--- src/rtl/bsk_com_test_filter.sv ---
// Relay feedback front-end: synchronises and debounces the contact inputs into oComT,
// and latches sticky per-channel faults when the commanded outputs and feedback disagree too long.
module bsk_com_test_filter #(
  parameter int WIDTH       = 16,
  parameter int PRESCALE    = 100,
  parameter int FILT        = 4,
  parameter int MISMATCH_TO = 50
) (
  input  logic             iClk,
  input  logic             iRes,
  input  logic [WIDTH-1:0] iComRaw,
  input  logic [WIDTH-1:0] iCom,
  input  logic             iClr,
  output logic [WIDTH-1:0] oComT,
  output logic             oChange,
  output logic [WIDTH-1:0] oFault,
  output logic             oFaultAny
);

  localparam int PW = (PRESCALE > 1) ? $clog2(PRESCALE) : 1;
  localparam int DW = $clog2(FILT + 1);
  localparam int MW = $clog2(MISMATCH_TO + 1);
  localparam logic [PW-1:0] PRE_LAST = PW'(PRESCALE - 1);
  localparam logic [DW-1:0] DEB_LAST = DW'(FILT - 1);
  localparam logic [MW-1:0] MIS_MAX  = MW'(MISMATCH_TO);

  function automatic logic [MW-1:0] sat_inc(input logic [MW-1:0] v);
    return (v == MIS_MAX) ? v : v + MW'(1);
  endfunction

  logic [WIDTH-1:0] raw_p0_q, raw_p0_d, raw_p1_q, raw_p1_d;
  logic [WIDTH-1:0] com_p0_q, com_p0_d, com_p1_q, com_p1_d;
  logic [PW-1:0]    presc_q, presc_d;
  logic [DW-1:0]    deb_q [WIDTH];
  logic [DW-1:0]    deb_d [WIDTH];
  logic [MW-1:0]    mis_q [WIDTH];
  logic [MW-1:0]    mis_d [WIDTH];
  logic [WIDTH-1:0] comt_q, comt_d;
  logic [WIDTH-1:0] fault_q, fault_d;
  logic             change_q, change_d;
  logic             fault_any_q, fault_any_d;
  logic             tick;
  logic [WIDTH-1:0] s, c;

  always_comb begin
    // stage p0/p1: two-flop synchronisers, contacts and commands turned active-high
    raw_p0_d = iComRaw;
    raw_p1_d = raw_p0_q;
    com_p0_d = iCom;
    com_p1_d = com_p0_q;
    s        = ~raw_p1_q;
    c        = ~com_p1_q;

    tick    = (presc_q == PRE_LAST);
    presc_d = tick ? '0 : presc_q + PW'(1);

    // stage p2: per-channel debounce, mismatch timeout and sticky fault
    comt_d  = comt_q;
    fault_d = fault_q;
    for (int i = 0; i < WIDTH; i++) begin
      deb_d[i] = deb_q[i];
      mis_d[i] = mis_q[i];
      if (s[i] == comt_q[i]) begin
        deb_d[i] = '0;
      end else if (tick) begin
        if (deb_q[i] == DEB_LAST) begin
          comt_d[i] = s[i];
          deb_d[i]  = '0;
        end else begin
          deb_d[i] = deb_q[i] + DW'(1);
        end
      end
      if (c[i] == comt_q[i]) begin
        mis_d[i] = '0;
      end else if (tick) begin
        mis_d[i] = sat_inc(mis_q[i]);
      end
      // a saturated counter is never zero, so a coincident clear cannot beat the set
      if (mis_q[i] == MIS_MAX) begin
        fault_d[i] = 1'b1;
      end else if (iClr && (mis_q[i] == '0)) begin
        fault_d[i] = 1'b0;
      end
    end
    change_d    = |(comt_d ^ comt_q);
    fault_any_d = |fault_d;
  end

  always_ff @(posedge iClk or negedge iRes) begin
    if (!iRes) begin
      raw_p0_q    <= '1;
      raw_p1_q    <= '1;
      com_p0_q    <= '1;
      com_p1_q    <= '1;
      presc_q     <= '0;
      comt_q      <= '0;
      fault_q     <= '0;
      change_q    <= 1'b0;
      fault_any_q <= 1'b0;
      for (int i = 0; i < WIDTH; i++) begin
        deb_q[i] <= '0;
        mis_q[i] <= '0;
      end
    end else begin
      raw_p0_q    <= raw_p0_d;
      raw_p1_q    <= raw_p1_d;
      com_p0_q    <= com_p0_d;
      com_p1_q    <= com_p1_d;
      presc_q     <= presc_d;
      comt_q      <= comt_d;
      fault_q     <= fault_d;
      change_q    <= change_d;
      fault_any_q <= fault_any_d;
      for (int i = 0; i < WIDTH; i++) begin
        deb_q[i] <= deb_d[i];
        mis_q[i] <= mis_d[i];
      end
    end
  end

  assign oComT     = comt_q;
  assign oChange   = change_q;
  assign oFault    = fault_q;
  assign oFaultAny = fault_any_q;

endmodule

--- config.mk ---
export PLATFORM = sky130hd
export DESIGN_NAME = bsk_com_test_filter
export DESIGN_NICKNAME = d
export VERILOG_FILES = /design/src/rtl/bsk_com_test_filter.sv
export SDC_FILE = /design/constraint.sdc
export NUM_CORES = 1
export LEC_CHECK = 0
export BUFFER_PORTS_ARGS = -buffer_cell sky130_fd_sc_hd__buf_2
export CAP_MARGIN = 0
export CELL_PAD_IN_SITES_DETAIL_PLACEMENT = 1
export CELL_PAD_IN_SITES_GLOBAL_PLACEMENT = 2
export CORE_UTILIZATION = 25
export DETAILED_ROUTE_END_ITERATION = 8
export PLACE_DENSITY = 0.58
export SYNTH_ARGS = -nofsm -noshare
export SYNTH_HDL_FRONTEND = slang
export SYNTH_SLANG_ARGS = --single-unit
--- constraint.sdc ---
create_clock -name iClk -period 4.18 [get_ports iClk]
set_input_delay 0.836 -clock iClk [delete_from_list [all_inputs] [get_ports iClk]]
set_output_delay 0.836 -clock iClk [all_outputs]
set_load 0.05 [all_outputs]
Word level (Yosys, flattened, before mapping)
Index checks and enable logic that the tools add are counted.
{"block": "word_totals", "register_bits": 249, "latch_bits": 0, "ramBits": 0, "mem_bits_ro": 0, "in_bits": 35, "output_inout_bits": 34, "wordCells": 417, "n_memories": 0}
{"block": "op_classes", "addsub": 33, "n_mul": 0, "n_div": 0, "magnitude_cmp": 0, "eq_ne": 81, "n_shift": 0, "mux": 177, "bitwise": 3, "n_reduce_logical": 82}
{"cell": "6-bit two-way mux", "count": 48}
{"cell": "3-bit two-way mux", "count": 48}
{"cell": "6-bit by 1-bit adder with 6-bit output (second input constant)", "count": 16}
{"cell": "6-bit equality test (second input constant)", "count": 16}
{"cell": "6-bit zero test", "count": 16}
{"cell": "1-bit two-way mux", "count": 80}
{"cell": "2-bit nonzero test", "count": 32}
{"cell": "3-bit by 1-bit adder with 3-bit output (second input constant)", "count": 16}
{"cell": "3-bit by 2-bit equality test with 1-bit output (second input constant)", "count": 16}
{"cell": "1-bit equality test", "count": 32}
{"cell": "2-bit inequality test (second input constant)", "count": 16}
{"cell": "16-bit NOT", "count": 2}
{"cell": "2-bit AND reduction", "count": 16}
{"cell": "16-bit OR reduction", "count": 2}
{"cell": "1-bit logical AND", "count": 16}
{"cell": "16-bit bitwise XOR", "count": 1}
{"cell": "7-bit by 1-bit adder with 7-bit output (second input constant)", "count": 1}
{"cell": "7-bit equality test (second input constant)", "count": 1}
{"cell": "7-bit two-way mux", "count": 1}

Depth between registers and ports, before layout
Gate-level depths: netlist (run 1).
{"block": "logic_depth", "depth_word": 6, "depth_mapped": 8, "mapped_depth_nobuf": 8}

Least setup slack after synthesis (run 1)
Ideal clock, no wire load.
{"block": "synth_timing", "path_type": "input to register", "start": "in iClr", "end": "reg fault_any_q, in the netlist oFaultAny", "setup_ns": 0.133, "t_arrival_ns": 1.732, "t_required_ns": 4.047, "slack_ns": 2.315, "path_stages": 7, "path_buffers": 1, "cell_sequence": "buf_2 -> nor4bb_1 -> nand2_1 -> nand2_1 -> nand2_1 -> nor4_1 -> nand3_1"}
{"block": "synth_via", "elab_chain_cells": 4, "word_cells_on_any_way": 49, "classes_between": "32 x mux; 17 x reduce/logical"}
{"element": "start, declared", "line": "13", "source": "input logic iClr,"}
{"element": "1-bit logical AND", "line": "81", "source": "end else if (iClr && (mis_q[i] == '0)) begin"}
{"element": "1-bit two-way mux", "line": "81"}
{"element": "1-bit two-way mux", "line": "79", "source": "if (mis_q[i] == MIS_MAX) begin"}
{"element": "net fault_d[11]", "line": "39", "source": "logic [WIDTH-1:0] fault_q, fault_d;"}
{"element": "16-bit OR reduction", "line": "86", "source": "fault_any_d = |fault_d;"}
{"element": "net fault_any_d", "line": "41", "source": "logic fault_any_q, fault_any_d;"}
{"element": "end signal, assigned", "line": "113", "source": "fault_any_q <= fault_any_d;"}
{"element": "end, declared", "line": "41"}
The timed path passes the listed nets, and every way through them passes these cells.
A chain may end at the register's enable or synchronous reset.

Worst setup path after layout (run 1)
{"block": "layout_timing", "start": "reg comt_q[8], in the netlist oComT[8]", "end": "out oComT[8]"}
{"element": "start, declared", "line": "38", "source": "logic [WIDTH-1:0] comt_q, comt_d;"}
{"element": "start signal, assigned", "line": "110", "source": "comt_q <= comt_d;"}
{"element": "end, declared", "line": "14", "source": "output logic [WIDTH-1:0] oComT,"}
No word-level cell between the ends.

==> results of run 1 <==
-- routing by layer --
layer  global-route usage [%]  routed length [um]
met5                        0                   0
met4                     3.00                 583
met3                     2.37                 899
met2                     19.2               11800
met1                     17.0               12800
-- state kept, by name, summed over array words and instances (netlist names) --
register,flops
raw_p1_q,16
oComT,16
com_p0_q,16
oFaultAny,1
oFault,16
presc_q,7
mis_q,96
deb_q,48
oChange,1
com_p1_q,16
raw_p0_q,16
-- cell usage after synthesis --
cell type,instances,area (um^2)
dfrtp_1,185,4630
o22ai_1,8,50.1
clkbuf_1,5,18.8
nor4_1,4,25.0
nand3_1,68,340
nand4_1,35,219
clkbuf_2,1,5.00
nand2_1,110,413
o21ai_1,2,10.0
and4_1,17,149
o21ai_0,12,60.1
o31ai_1,9,67.6
nor2b_1,9,56.3
nor2_1,113,424
nor4bb_1,7,70.1
and3_1,2,12.5
nor3_1,8,40.0
buf_2,14,70.1
nand3b_1,8,60.1
xnor2_1,35,307
a31oi_1,9,56.3
or4_1,6,45.0
a211oi_1,17,128
and4bb_1,1,12.5
a41oi_1,1,8.76
xor2_1,81,709
a21oi_1,57,285
ha_1,65,813
dfstp_2,64,1680
buf_4,1,7.51
buf_1,1,3.75
inv_1,50,188
-- cells by family (layout without fill, tap and decap cells) --
kind of cell             count (synthesis)  count (layout)  synth area share, %
XOR/XNOR                               116             116                 9.27
AND/OR/NAND/NOR                        388             388                 17.0
buffers and inverters                   72             186                 2.67
AO/OA/AOI/OAI                          115             115                 6.07
adder cells (fa/ha/maj)                 65              65                 7.42
flip-flops                             249             249                 57.6
-- final timing paths --
check                                    end   startpoint  slack [ns]  depth (start not counted)
worst min-delay path               mis_q[68]         iRes        0.26                          1
min in group iClk                com_p1_q[9]  com_p0_q[9]        0.35                          0
worst max register to register     mis_q[89]   presc_q[0]        1.89                          7
max in group asynchronous       com_p1_q[10]         iRes        2.95                          2
worst min register to register   com_p1_q[9]  com_p0_q[9]        0.35                          0
worst max-delay path                oComT[8]     oComT[8]        1.86                          1
-- power by group through the flow --
stage	Combinational, mW	Sequential, mW	Clock, mW
5_1_grt	0.135	2.49	2.84
6_report	0.115	2.48	2.64
3_5_place_dp	0.124	2.52	0
4_1_cts	0.124	2.48	2.77
3_3_place_gp	0.124	2.52	0
2_1_floorplan	0.0292	2.52	0
-- layout make-up --
class	count	area (um^2)
well taps	585	732
repair buffers	78	463
clock buffers	54	1000
flip-flops and latches	249	6310
fillers	4864	30100
clock inverters	4	23.8
multi-input cells	684	4360
inverters	50	188
-- per-stage QoR --
step	cells	hold WS (ns)	setup WS (ns)	utilization [%]	cell area [um^2]
final	1704	0.260	1.86	30.3	13100
after global routing	1704	0.326	1.70	30.3	13100
after CTS	1704	0.318	1.81	30.3	13100
after detailed placement	1646	0.347	1.77	27.9	12100
after global placement	1646	0.346	1.82	27.9	12100
after floorplan	1005	0.345	2.32	-	11000
==> metrics.md, run 1 <==
| Metric | Value |
|---|---|
| Synthesized area | 0.0110 mm^2 |
| CTS clk-pin slew, worst paths | 0.06 ns |
| Final Hold Violating Endpoints | 0 |
| Top delay family on crit path | flip-flops |
| Vias in the first global route | 7908 |
| Worst path required time | 3.34 ns |
| Crit-path max FO | 4 |
| Worst vdd ir | 0.000276 V |
| Largest net degree at the start of global routing | 101 |
| Clock Skews | 0.0175 ns |
| Relative slew slack | 40.7% |
| Initial DRC count | 277 |
| Slowest stage delay, CP | 0.56 ns |
| Chip Height | 211 um |
| Total chip power | 5.24 mW |
| WL per Instance | 15.3 um |
| Setup Buffers After CTS | 0 |
| Int Power | 4.10 mW |
| Layout area overhead | 19.3% |
| GRT Total Usage | 12.1% |
| Die width | 211 um |
| Antenna Nets Post-Route | 0 |
| CP Class | flip-flop to primary output |
| CTS Hold Bufs | 0 |
| Syn_nets | 1105 |
| Unique masters post-synth | 32 |
| Die Area | 0.0447 mm^2 |
| Overflow after GRT | 0 |
| Worst path cell trace | buf_2 |
| PD cells | 400 mW/mm^2 |
| Setup violators final | 0 |
| Final wirelength | 26100 um |
| Setup_tns | 0 ns |
| Post-DP HPWL | 17800 um |
| # nets final | 1194 |
| Most frequent cells in the layout | dfrtp_1 (185), nor2_1 (113), nand2_1 (110) |
| # DRC | 0 |
| Site Rows | 76 |
| Slew Viols, Final | 0 |
| Net Sw Power | 1.14 mW |
| Skew-Pair Late Insertion Delay | 0.57 ns |
| Clock Power Share | 50.4% |
| RSZ-0062 raised after global routing | no |
| CTS H-tree depth | 1 |
| Antenna violations before repair | 1 |
| Register area share after synthesis | 57.6% |
| Total CTS buffers | 31 |
| Io pins | 69 |
| P_leak | 5.97 nW |
| Via-to-Cell Ratio | 4.37 |
| FMAX | 0.432 GHz |
| Sw Ratio | 21.7% |
| Core Region | 0.0432 mm^2 |
| Final min period | 2.32 ns |
| DRT Pass-1 Iters | 4 |
| Number of diodes | 0 |
| Share of cells above drive strength 1 | 17.1% |
| Setup crit end kind | primary output |
| Critical path's slowest cell | dfrtp_1 |
| Initial Util | 25.4% |
| Clock sink count | 249 |
| Clock buffer depth | 3 |
| Clock root buffer | clkbuf_16 |
| Syn_area_per_cell | 10.9 um^2 |
| RD Place Congestion | 0.706 |
| Max Cap Viol | 0 |
| CP arrival | 1.48 ns |
| Via count | 7440 |
| Crit share post-route | 55.4% |
| Sequential share of power | 47.4% |
| Outcome | complete, no violations |
| Port Buffers | 68 |
| First-pass GRT wire length | 43300 um |
| Critical path launch point type | flip-flop |
| Commonest non-fill, non-tap cell in the layout | dfrtp_1 |
| Least-Margin Pin Slew | 0.889 ns |
| CTS tree | yes |
| Buf+Inv Stages, Crit Path | 1 |
| Post-CTS sizing | 0 |
| Synth Instances | 1005 |
| Hold WC Path Type | primary input to asynchronous set/reset pin |
| YS warnings | 0 |
| Combinational cell fraction of total power | 2.2% |
| #FFs+latches synth | 249 |
Power figures use the tool's default switching activity.
==> run 2, diff against run 1 <==
==> constraint.sdc (replaced) <==
create_clock -name iClk -period 2.26 [get_ports iClk]
set_input_delay 0.452 -clock iClk [delete_from_list [all_inputs] [get_ports iClk]]
set_output_delay 0.452 -clock iClk [all_outputs]
set_load 0.05 [all_outputs]
==> run 2 against run 1 <==
Compared with the run above:
- non-clock buffer count is 49 higher
- clock-buffer cell count is 3 lower
- sequential power is 85% higher
- via count is 2.8% higher
- final cell count is 3.1% higher
- total power is 94% higher
- sequential cell count stayed put
- core utilization is 1.4 points higher
==> metrics.md, run 2 (synthesis gave the netlist of run 1 again) <==
| Metric | Value |
|---|---|
| Outcome | complete, no violations |
| Most frequent cells in the layout | dfrtp_1 (185), nor2_1 (113), nand2_1 (110) |
| Hold WC Path Type | primary input to flip-flop |
| Met3 usage | 2.76% |
| First-pass GRT wire length | 44200 um |
| Clock root buffer | clkbuf_16 |
| Site Rows | 76 |
| Setup Buffers After CTS | 0 |
| Reg with most FFs | mis_q |
| Worst vdd ir | 0.000468 V |
| Core Region | 0.0432 mm^2 |
| CTS Hold Bufs | 32 |
| Max Cap Viol | 0 |
| Share of cells above drive strength 1 | 18.3% |
| Via count | 7645 |
| Die Area | 0.0447 mm^2 |
| Number of flip-flops under the largest register name | 96 |
| Clock sink count | 249 |
| Clock buffer depth | 3 |
| Chip Height | 211 um |
| Skew-Pair Late Insertion Delay | 0.54 ns |
| Clock Skews | 0.0235 ns |
| Met1 usage | 17.0% |
| Largest net degree at the start of global routing | 67 |
| Vias in the first global route | 8124 |
| Setup crit end kind | flip-flop |
| Final-layout fill cell count | 4861 |
| Multi-input gate area | 0.00436 mm^2 |
| Die width | 211 um |
| GRT Total Usage | 12.5% |
| Layout area overhead | 24.7% |
| Utilization after layout | 31.7% |
| Crit-path max FO | 16 |
| CTS H-tree depth | 2 |
| Crit share post-route | 88.6% |
| Post-Route Hold Slack | 0.0537 ns |
| DRT Pass-1 Iters | 4 |
| FF+latch area | 0.00631 mm^2 |
| Critical path launch point type | flip-flop |
| Antenna violations before repair | 0 |
| Worst path required time | 2.65 ns |
| Placed insts | 1663 |
| Initial DRC count | 348 |
| Critical Path Source | presc_q[0] |
| CTS tree | yes |
| CTS clk-pin slew, worst paths | 0.06 ns |
| # nets final | 1246 |
| Final wirelength | 26600 um |
| Via-to-Cell Ratio | 4.35 |
| RSZ-0062 raised after global routing | no |
| Io pins | 69 |
| Commonest non-fill, non-tap cell in the layout | dfrtp_1 |
| Hold_sp | iCom[7] |
| Total chip power | 10.2 mW |
| Least-Margin Pin Slew | 0.754 ns |
| Port Buffers | 68 |
| CP arrival | 2.39 ns |
| Most used routing layer in global routing | met2 |
| Post-DP HPWL | 18500 um |
| FMAX | 0.500 GHz |
| Final Instance Count excl. Fillers | 1757 |
| # DRC | 0 |
| Total CTS buffers | 34 |
| Post-CTS sizing | 0 |
| Initial Util | 25.4% |
| Final min period | 2.00 ns |
| Slew Viols, Final | 0 |
| P_leak | 6.24 nW |
| Number of diodes | 0 |
| M2 GR Usage | 19.5% |
| Reg2reg setup slack | 0.26 ns |
| WL per Instance | 15.1 um |
| CP Class | flip-flop to flip-flop |
| Final Hold Violating Endpoints | 0 |
| Setup violators final | 0 |
| RD Place Congestion | 0.744 |
| Largest registers | mis_q x96, deb_q x48 |
| Setup_tns | 0 ns |
| Antenna Nets Post-Route | 0 |
| Relative slew slack | 49.6% |
| PD cells | 745 mW/mm^2 |
| Overflow after GRT | 0 |
| Reg2reg start | presc_q[0] |
run 2: changes by cell type in the layout (fill, tap and decap cells not counted), sizes merged:
| cell | previous run | this run |
|---|---|---|
| clkinv | 3 | 8 |
| inv | 51 | 52 |
| clkbuf | 54 | 51 |
| bufinv | 0 | 1 |
| buf | 78 | 95 |
| dlygate4sd3 | 0 | 32 |
run 2: power by group:
part           switching (mW)  internal (mW)
logic                   0.181          0.110
registers              0.0281           4.57
clock network            2.06           3.23
run 2: worst max-delay path: stages, from the launching register on:
cell,delay (ns)
dfrtp_1,0.39
ha_1,0.31
and4_4,0.34
buf_4,0.23
and4_1,0.26
nand3_1,0.10
xor2_1,0.15
nor2_1,0.06
run 2: stage by stage:
step,area [um^2],worst slack (ns)
after floorplan,11000,0.545
after global placement,12200,0.306
after detailed placement,12200,0.259
after CTS,13700,0.251
after global routing,13700,0.0673
final,13700,0.258
run 2: metal layers:
metal	up-vias	wire [um]	share of wire, %
met5	-	0	0
met4	0	616	2.3
met3	42	971	3.7
met2	83	12000	45
met1	3807	13000	49
li1	3713	-	-
run 2: area by class of cell:
class                      count  share of cell area, %
timing repair buffer         127                   7.03
tap                          585                   5.35
sequential                   249                   46.2
inverter                      50                   1.37
clock inverter                11                  0.723
multi-input combinational    684                   31.9
clock buffer                  51                   7.42
run 2: worst paths after layout:
path	depth (start not counted)	endpoint
worst max register to register	7	mis_q[77]
worst max-delay path	7	mis_q[77]
max in group asynchronous	3	raw_p0_q[7]
worst min register to register	0	com_p1_q[14]
min in group asynchronous	2	mis_q[46]
worst min-delay path	1	com_p0_q[7]
